$ cat config.mk
export PLATFORM = sky130hd
export DESIGN_NAME = srlatch_arbiter
export DESIGN_NICKNAME = d
export VERILOG_FILES = /design/src/rtl/srlatch_arb_pkg.sv /design/src/rtl/srlatch_sync.sv /design/src/rtl/srlatch_arbiter.sv
export SDC_FILE = /design/constraint.sdc
export NUM_CORES = 1
export LEC_CHECK = 0
export CAP_MARGIN = 20
export CORE_ASPECT_RATIO = 0.6
export CORE_UTILIZATION = 52
export CTS_CLUSTER_DIAMETER = 150
export DETAILED_ROUTE_END_ITERATION = 8
export PLACE_DENSITY = 0.89
export SETUP_SLACK_MARGIN = 0.05
export SYNTH_ARGS = -nofsm -noshare
export SYNTH_HDL_FRONTEND = slang
export SYNTH_SLANG_ARGS = --single-unit
$ cat constraint.sdc
create_clock -name clk -period 2.3 [get_ports clk]
set_clock_uncertainty 0.05 [all_clocks]
set_input_delay 0.46 -clock clk [delete_from_list [all_inputs] [get_ports clk]]
set_output_delay 0.46 -clock clk [all_outputs]
set_load 0.01 [all_outputs]
$ cat src/rtl/srlatch_arb_pkg.sv
// srlatch_arb_pkg: shared types, defaults and helpers for the SR-latch arbiter
package srlatch_arb_pkg;
  typedef enum logic [2:0] {IDLE, DRIVE, RELEASE, DONE, ERROR} state_t;
  localparam int DEF_SYNC_STAGES = 2;
  localparam int DEF_TIMEOUT = 255;
  function automatic int cnt_width(input int max_val);
    int w = 1;
    while ((1 << w) <= max_val) w++;
    return w;
  endfunction
  // Scans downward so the last hit is the first set bit at or above p, modulo n
  function automatic logic [3:0] rr_pick(input logic [15:0] r, input logic [3:0] p, input int n);
    logic [3:0] w = p;
    logic [3:0] idx;
    for (int i = 15; i >= 0; i--) begin
      idx = 4'((int'(p) + i) % n);
      if (i < n && r[idx]) w = idx;
    end
    return w;
  endfunction
endpackage

$ cat src/rtl/srlatch_sync.sv
// srlatch_sync: multi-stage flop synchroniser with synchronous clear
module srlatch_sync #(
  parameter int WIDTH = 1,
  parameter int STAGES = 2
) (
  input  logic             clk,
  input  logic             rst,
  input  logic [WIDTH-1:0] d,
  output logic [WIDTH-1:0] q
);
  logic [WIDTH-1:0] ff [STAGES];
  always_ff @(posedge clk) begin
    if (rst) ff <= '{default: '0};
    else begin
      ff[0] <= d;
      for (int i = 1; i < STAGES; i++) ff[i] <= ff[i-1];
    end
  end
  assign q = ff[STAGES-1];
endmodule

$ cat src/rtl/srlatch_arbiter.sv
// srlatch_arbiter: round-robin sharing of one async four-phase SR latch among clocked requesters
module srlatch_arbiter
  import srlatch_arb_pkg::*;
#(
  parameter int N_REQ = 4,
  parameter int SYNC_STAGES = DEF_SYNC_STAGES,
  parameter int TIMEOUT = DEF_TIMEOUT
) (
  input  logic             clk,
  input  logic             rst,
  input  logic [N_REQ-1:0] req,
  input  logic [N_REQ-1:0] op,
  output logic [N_REQ-1:0] done,
  output logic             q_out,
  output logic             err,
  output logic             lat_s,
  output logic             lat_r,
  input  logic             lat_q,
  input  logic             lat_ack
);
  localparam int IW = $clog2(N_REQ);
  localparam int CW = cnt_width(TIMEOUT);
  state_t state, state_n;
  logic [IW-1:0] rr, rr_n, gidx, gidx_n, pick;
  logic [CW-1:0] cnt, cnt_n;
  logic [N_REQ-1:0] done_n;
  logic lat_s_n, lat_r_n, q_n, err_n, ack_s, q_s, expired;
  srlatch_sync #(.WIDTH(2), .STAGES(SYNC_STAGES)) u_sync (
    .clk(clk),
    .rst(rst),
    .d({lat_ack, lat_q}),
    .q({ack_s, q_s})
  );
  assign pick = IW'(rr_pick(16'(req), 4'(rr), N_REQ));
  // cnt counts completed wait cycles, so the limit trips as it would reach TIMEOUT
  assign expired = cnt == CW'(TIMEOUT - 1);
  always_comb begin
    state_n = state;
    rr_n = rr;
    gidx_n = gidx;
    lat_s_n = lat_s;
    lat_r_n = lat_r;
    q_n = q_out;
    err_n = err;
    done_n = '0;
    unique case (state)
      IDLE: if (|req && !ack_s) begin
        state_n = DRIVE;
        gidx_n = pick;
        lat_s_n = op[pick];
        lat_r_n = !op[pick];
      end
      DRIVE: if (ack_s) begin
        state_n = RELEASE;
        q_n = q_s;
        lat_s_n = 1'b0;
        lat_r_n = 1'b0;
      end else if (expired) begin
        state_n = ERROR;
        lat_s_n = 1'b0;
        lat_r_n = 1'b0;
        err_n = 1'b1;
      end
      RELEASE: if (!ack_s) begin
        state_n = DONE;
        done_n[gidx] = 1'b1;
      end else if (expired) begin
        state_n = ERROR;
        err_n = 1'b1;
      end
      DONE: begin
        state_n = IDLE;
        rr_n = (gidx == IW'(N_REQ - 1)) ? '0 : gidx + IW'(1);
      end
      ERROR: state_n = ERROR;
      default: state_n = IDLE;
    endcase
    cnt_n = (state_n != state) ? '0 : ((state == DRIVE || state == RELEASE) ? cnt + CW'(1) : cnt);
  end
  always_ff @(posedge clk) begin
    if (rst) begin
      state <= IDLE;
      rr <= '0;
      gidx <= '0;
      cnt <= '0;
      lat_s <= 1'b0;
      lat_r <= 1'b0;
      done <= '0;
      q_out <= 1'b0;
      err <= 1'b0;
    end else begin
      state <= state_n;
      rr <= rr_n;
      gidx <= gidx_n;
      cnt <= cnt_n;
      lat_s <= lat_s_n;
      lat_r <= lat_r_n;
      done <= done_n;
      q_out <= q_n;
      err <= err_n;
    end
  end
endmodule

======== Word level (Yosys, flattened, before mapping) ========
Cells that the tools add are included.
word-level totals
  flip-flop bits (word level) ............. 27
  input bits .............................. 12
operators by class
  $add $sub $neg .......................... 5
  magnitude comparators ................... 7
  equal/unequal tests ..................... 11
  multiplexer cells ....................... 32
  bitwise operators ....................... 4
  reduce and logical (&&, ||, !) cells .... 18
operator list
  cell                 number
  $lt 4x5->1 const B   3
  $mux 1               13
  $mux 3               4
  $pmux 3 s4           1
  $mux 2               5
  $bmux 1 s3           3
  $add 8x1->8 const B  1
  $eq 8x8->1 const B   1
  $reduce_or 2->1      4
  $eq 3x2->1 const B   2
  $lt 2x3->1 const B   2
  $pmux 1 s2           3
  $reduce_and 3->1     2
  $lt 2x5->1 const B   1
  $add 2x1->2 const B  2
  $add 2x2->2 const B  2
  $bmux 1 s2           2
  $ne 2x2->1 const B   2
  $reduce_and 2->1     2
  $reduce_bool 2->1    2
  $reduce_or 4->1      1
  $and 1x1->1 const A  3
  $eq 3x1->1 const B   1
  $eq 3x3->1 const B   1
  other kinds (12)     14

======== Depth between registers and ports, before layout ========
  word-level depth ........................ 14
  mapped depth ............................ 7

======== Modules after synthesis ========
From an unflattened synthesis, not the netlist that was laid out.
unflattened totals
  cell total of the unflattened synthesis .. 161
  area total of the unflattened synthesis .. 1438.9 um^2
by module, submodules not included
  module           instances  cells each  area an instance (um^2)  sequential area each (um^2)
  srlatch_arbiter  1          151         1318.8                   460.4
  srlatch_sync     1          10          120.1                    80.1

======== Worst setup path before layout ========
No wires, ideal clock.
  kind .................................... in2reg
  start point ............................. in req[2]
  end point ............................... reg lat_s
  arrival ................................. 1744 ps
  required time ........................... 2133 ps
  setup slack ............................. 389 ps
  stages on the path ...................... 5
  buffers on the path ..................... 0
  cell sequence ........................... and2b_2 o21ai_0 o221a_4 mux4_2 a32o_1
between the ends
  longest elaborated chain between the ends .. 10
  elaborated cells on any way between the ends .. 20
  classes of those cells .................. 1 x eq/ne; 16 x mux; 3 x reduce/logical
RTL lines
  item                          RTL line               RTL
  from (decl)                   srlatch_arbiter.sv:11  input logic [N_REQ-1:0] req,
  $bmux 1 s3                    srlatch_arb_pkg.sv:17  if (i < n && r[idx]) w = idx;
  $mux 1 (not written as such)  srlatch_arb_pkg.sv:17
  $mux 2 (4 in series)          srlatch_arb_pkg.sv:17
  $bmux 1 s2                    srlatch_arbiter.sv:50  lat_s_n = op[pick];
  $mux 1 (not written as such)  srlatch_arbiter.sv:50
  $mux 1                        srlatch_arbiter.sv:47  IDLE: if (|req && !ack_s) begin
  $pmux 1 s2                    srlatch_arbiter.sv:46  unique case (state)
  to (signal assigned)          srlatch_arbiter.sv:96  lat_s <= lat_s_n;
  to (decl)                     srlatch_arbiter.sv:16  output logic lat_s,
Parallel ways exist; a longest one is shown, timed or not. The select of a mux whose other input is x is not followed.
A chain may end at the register's enable or synchronous reset.

======== Final worst setup path ========
  start point ............................. in req[2]
  end point ............................... reg cnt[1]
between the ends
  longest elaborated chain between the ends .. 6
RTL lines
  item                              RTL line               RTL
  $reduce_or 4->1                   srlatch_arbiter.sv:47
  $logic_and 1x1->1                 srlatch_arbiter.sv:47
  $mux 3                            srlatch_arbiter.sv:47
  $pmux 3 s4                        srlatch_arbiter.sv:46
  $ne 3x3->1                        srlatch_arbiter.sv:78  cnt_n = (state_n != state) ? '0 : ((state == DRIVE || state == RELEASE) ? cnt + CW'(1) : cnt);
  $reduce_or 2->1 (no source line)  --
  to (signal assigned)              srlatch_arbiter.sv:95  cnt <= cnt_n;
  to (decl)                         srlatch_arbiter.sv:25  logic [CW-1:0] cnt, cnt_n;
Every way passes these cells.

==> results.toml <==
[critical_path]
cp.required_ps = 2450
critPathMaxStageDelay_ps = 480
critPathTopFamily = "buffers and inverters"
arrival_ps = 2350
critPathMaxFanout = 8
startpoint_type = "input port"
worstSetupPathType = "in -> reg"
end_kind = "register"
critPathSlowestCell = "clkdlybuf4s50_1"
cp_num_buf_inv = 3
cp_cell_sequence = "clkdlybuf4s50_1, buf_4, nor4_2, buf_4, a21oi_1, o22ai_1, o2111ai_2, a211oi_2"
crit_top_cell = "buf_4"

[die]
dieWidth_um = 67.5
initial_core_util_pct = 58.4
core_area_um2 = 2290
fp-row-count = 13
die_area_um2 = 2790
io_pins = 20
dieHeight_um = 41.3

[clock_tree]
cts.sinks = 27
cts_max_path_buffers = 2
postCtsHoldBufs = 0
htreeDepth = 1
cts_tree = "built"
cts_made_buffers = 3
clockRootBuffer = "clkbuf_8"
post_cts_buffers = 0
clkTransAtPathRegs_ps = 80
worstSkewPairLatency_ps = 280

[route]
drt-pass1-iter-count = 4
route.vias.total = 1210
wirelength_um = 3250
ant_nets = 0
vias_per_cell = 5.90
drt_iter0_drc = 91
detail_route.wl_per_cell_um = 15.9
drc = 0

[sta]
hold_viol = 0
fmax_ghz = 0.454
grt_setup_unrepaired = "false"
worst_pin_slew_ps = 460
finalSetupViolCount = 0
fin_crit_sh_pct = 95.7
relSlewSlack_pct = 69.3
finalSetupTns_ps = 0
setup_ws_ps = 98.2
min_period_ps = 2200
holdWs_ps = 405
finalMaxSlewViolations = 0

[placement]
hpwlAfterDp_um = 2510
pre_cts_slack_ps = -283
gp_congestion = 0.762
dp_cells = 201
portBuffers = 19

[yosys]
synth_area_leaders = "dfxtp_1, ha_1, nor2_1"
synth-edff-count = 0
yosys_register_bits = 27
ys_seq_area_share_pct = 40.4
syn-num-nets = 169
yosys.area.top_type = "dfxtp_1"
async_flop_share_pct = 0
synth_common_cells = "dfxtp_1, nor2_1, nand2_1"
synth_ff_type = "dfxtp_1"
syn_area_per_cell_um2 = 8.87
yosysTopAreaCellShare_pct = 40.4
netlist_instances = 151
synth_most_common_cell = "dfxtp_1"
post_synth_num_cell_types = 41
yosysWarnings = 0
syn_area_um2 = 1340

[global_route]
grt_pass1_vias = 1110
grt_start_max_net_pins = 15
grt_pass1_wl_um = 5200
antenna_found_initial = 0
grt_overflow_total = 0
grt_usage_pct = 26.9

[cells_and_area]
stdcell_count = 205
nNetsFinal = 194
drive_gt1_share_pct = 12.0
diodes = 0
area_growth_syn_to_layout_pct = 23.0

[worst_hold_path]
hold_class = "reg -> reg"

[flow_run]
max_cap_viol_count = 0

[power]
peakVddDrop_mv = 0.372
p_leak_nw = 0.612
powerDensity_nw_per_um2 = 559

[status]
outcome = "finished clean"
## worst register-to-register path, delay by kind of cell (launching register included)
kind	cells	cell delay [ps]
AOI/OAI and AO/OA	3	600
DFF	1	440
and+or+nand+nor	1	250
muxes	1	530
## layout by cell type (no fill, tap or decap), drive strengths merged, types with 2 or more instances in the layout
master	count
o22ai	2
buf	6
or4	2
a21o	2
dfxtp	27
nor4	2
nor2	20
nand2b	2
inv	9
clkbuf	4
and2	4
or2	2
clkdlybuf4s50	19
a211oi	2
nand3	6
xnor2	3
xor2	4
nor2b	7
ha	6
o21ai	6
nand2	11
nand4	3
nor3	3
a21oi	9
## sequential cells by signal, summed over array words and instances, names as in the netlist
register,count
cnt,8
done,4
state,3
gidx,2
rr,2
u_sync.ff,2
u_sync.q,2
err,1
lat_r,1
lat_s,1
q_out,1
## cell families (layout without fill, tap and decap cells)
group | count (synthesis) | count (layout) | share of synthesized area, %
AO/OA/AOI/OAI | 29 | 29 | 17.6
multiplexers | 2 | 2 | 2.43
AND/OR/NAND/NOR | 66 | 66 | 25.1
adder cells (fa/ha/maj) | 6 | 6 | 5.61
flip-flops | 27 | 27 | 40.4
XOR/XNOR | 7 | 7 | 4.58
buffers and inverters | 14 | 38 | 4.30
## final timing paths
path | end | slack (ps) | cells past startpoint | from
worst max register to register | lat_s | 320 | 5 | rr[0]
worst min register to register | u_sync.q[0] | 410 | 1 | u_sync.ff[2]
worst min-delay path | u_sync.q[0] | 410 | 1 | u_sync.ff[2]
worst max-delay path | cnt[1] | 100 | 8 | req[2]
## report_power, final
group	internal (W)	switching (W)	leakage (nW)
Clock	0.000124	0.000145	0.0228
Combinational	0.0000747	0.0000759	0.370
Sequential	0.000482	0.0000182	0.219
Total	0.000682	0.000239	0.612
## through the flow
step	cell area [µm²]	utilization, %	total power, W
2_1_floorplan	1340	-	0.000593
5_1_grt	1650	71.8	0.000958
3_5_place_dp	1590	69.2	0.000656
3_3_place_gp	1590	69.2	0.000648
4_1_cts	1640	71.5	0.000913
6_report	1650	71.8	0.000920
## area by class of cell
class	count	area, µm²
clock buffer	4	45.0
fill	164	647
inverter	9	33.8
multi-input combinational	110	754
sequential	27	541
tap	30	37.5
timing repair buffer	25	235
## timing repair
action / in CTS / in global routing
resized for setup: 2 / 1
cloned: 0 / 0
setup endpoints to repair: 2 / 7
## per-layer routing
metal	wire length, µm	vias to the layer above	GRT usage, %	share of wire (%)
li1	-	573	-	-
met1	1430	537	31.3	44
met2	1430	74	45.8	44
met3	229	26	9.78	7.0
met4	168	0	12.2	5.2
met5	0	-	0	0
No activity file was read; power rests on OpenSTA's default activity.
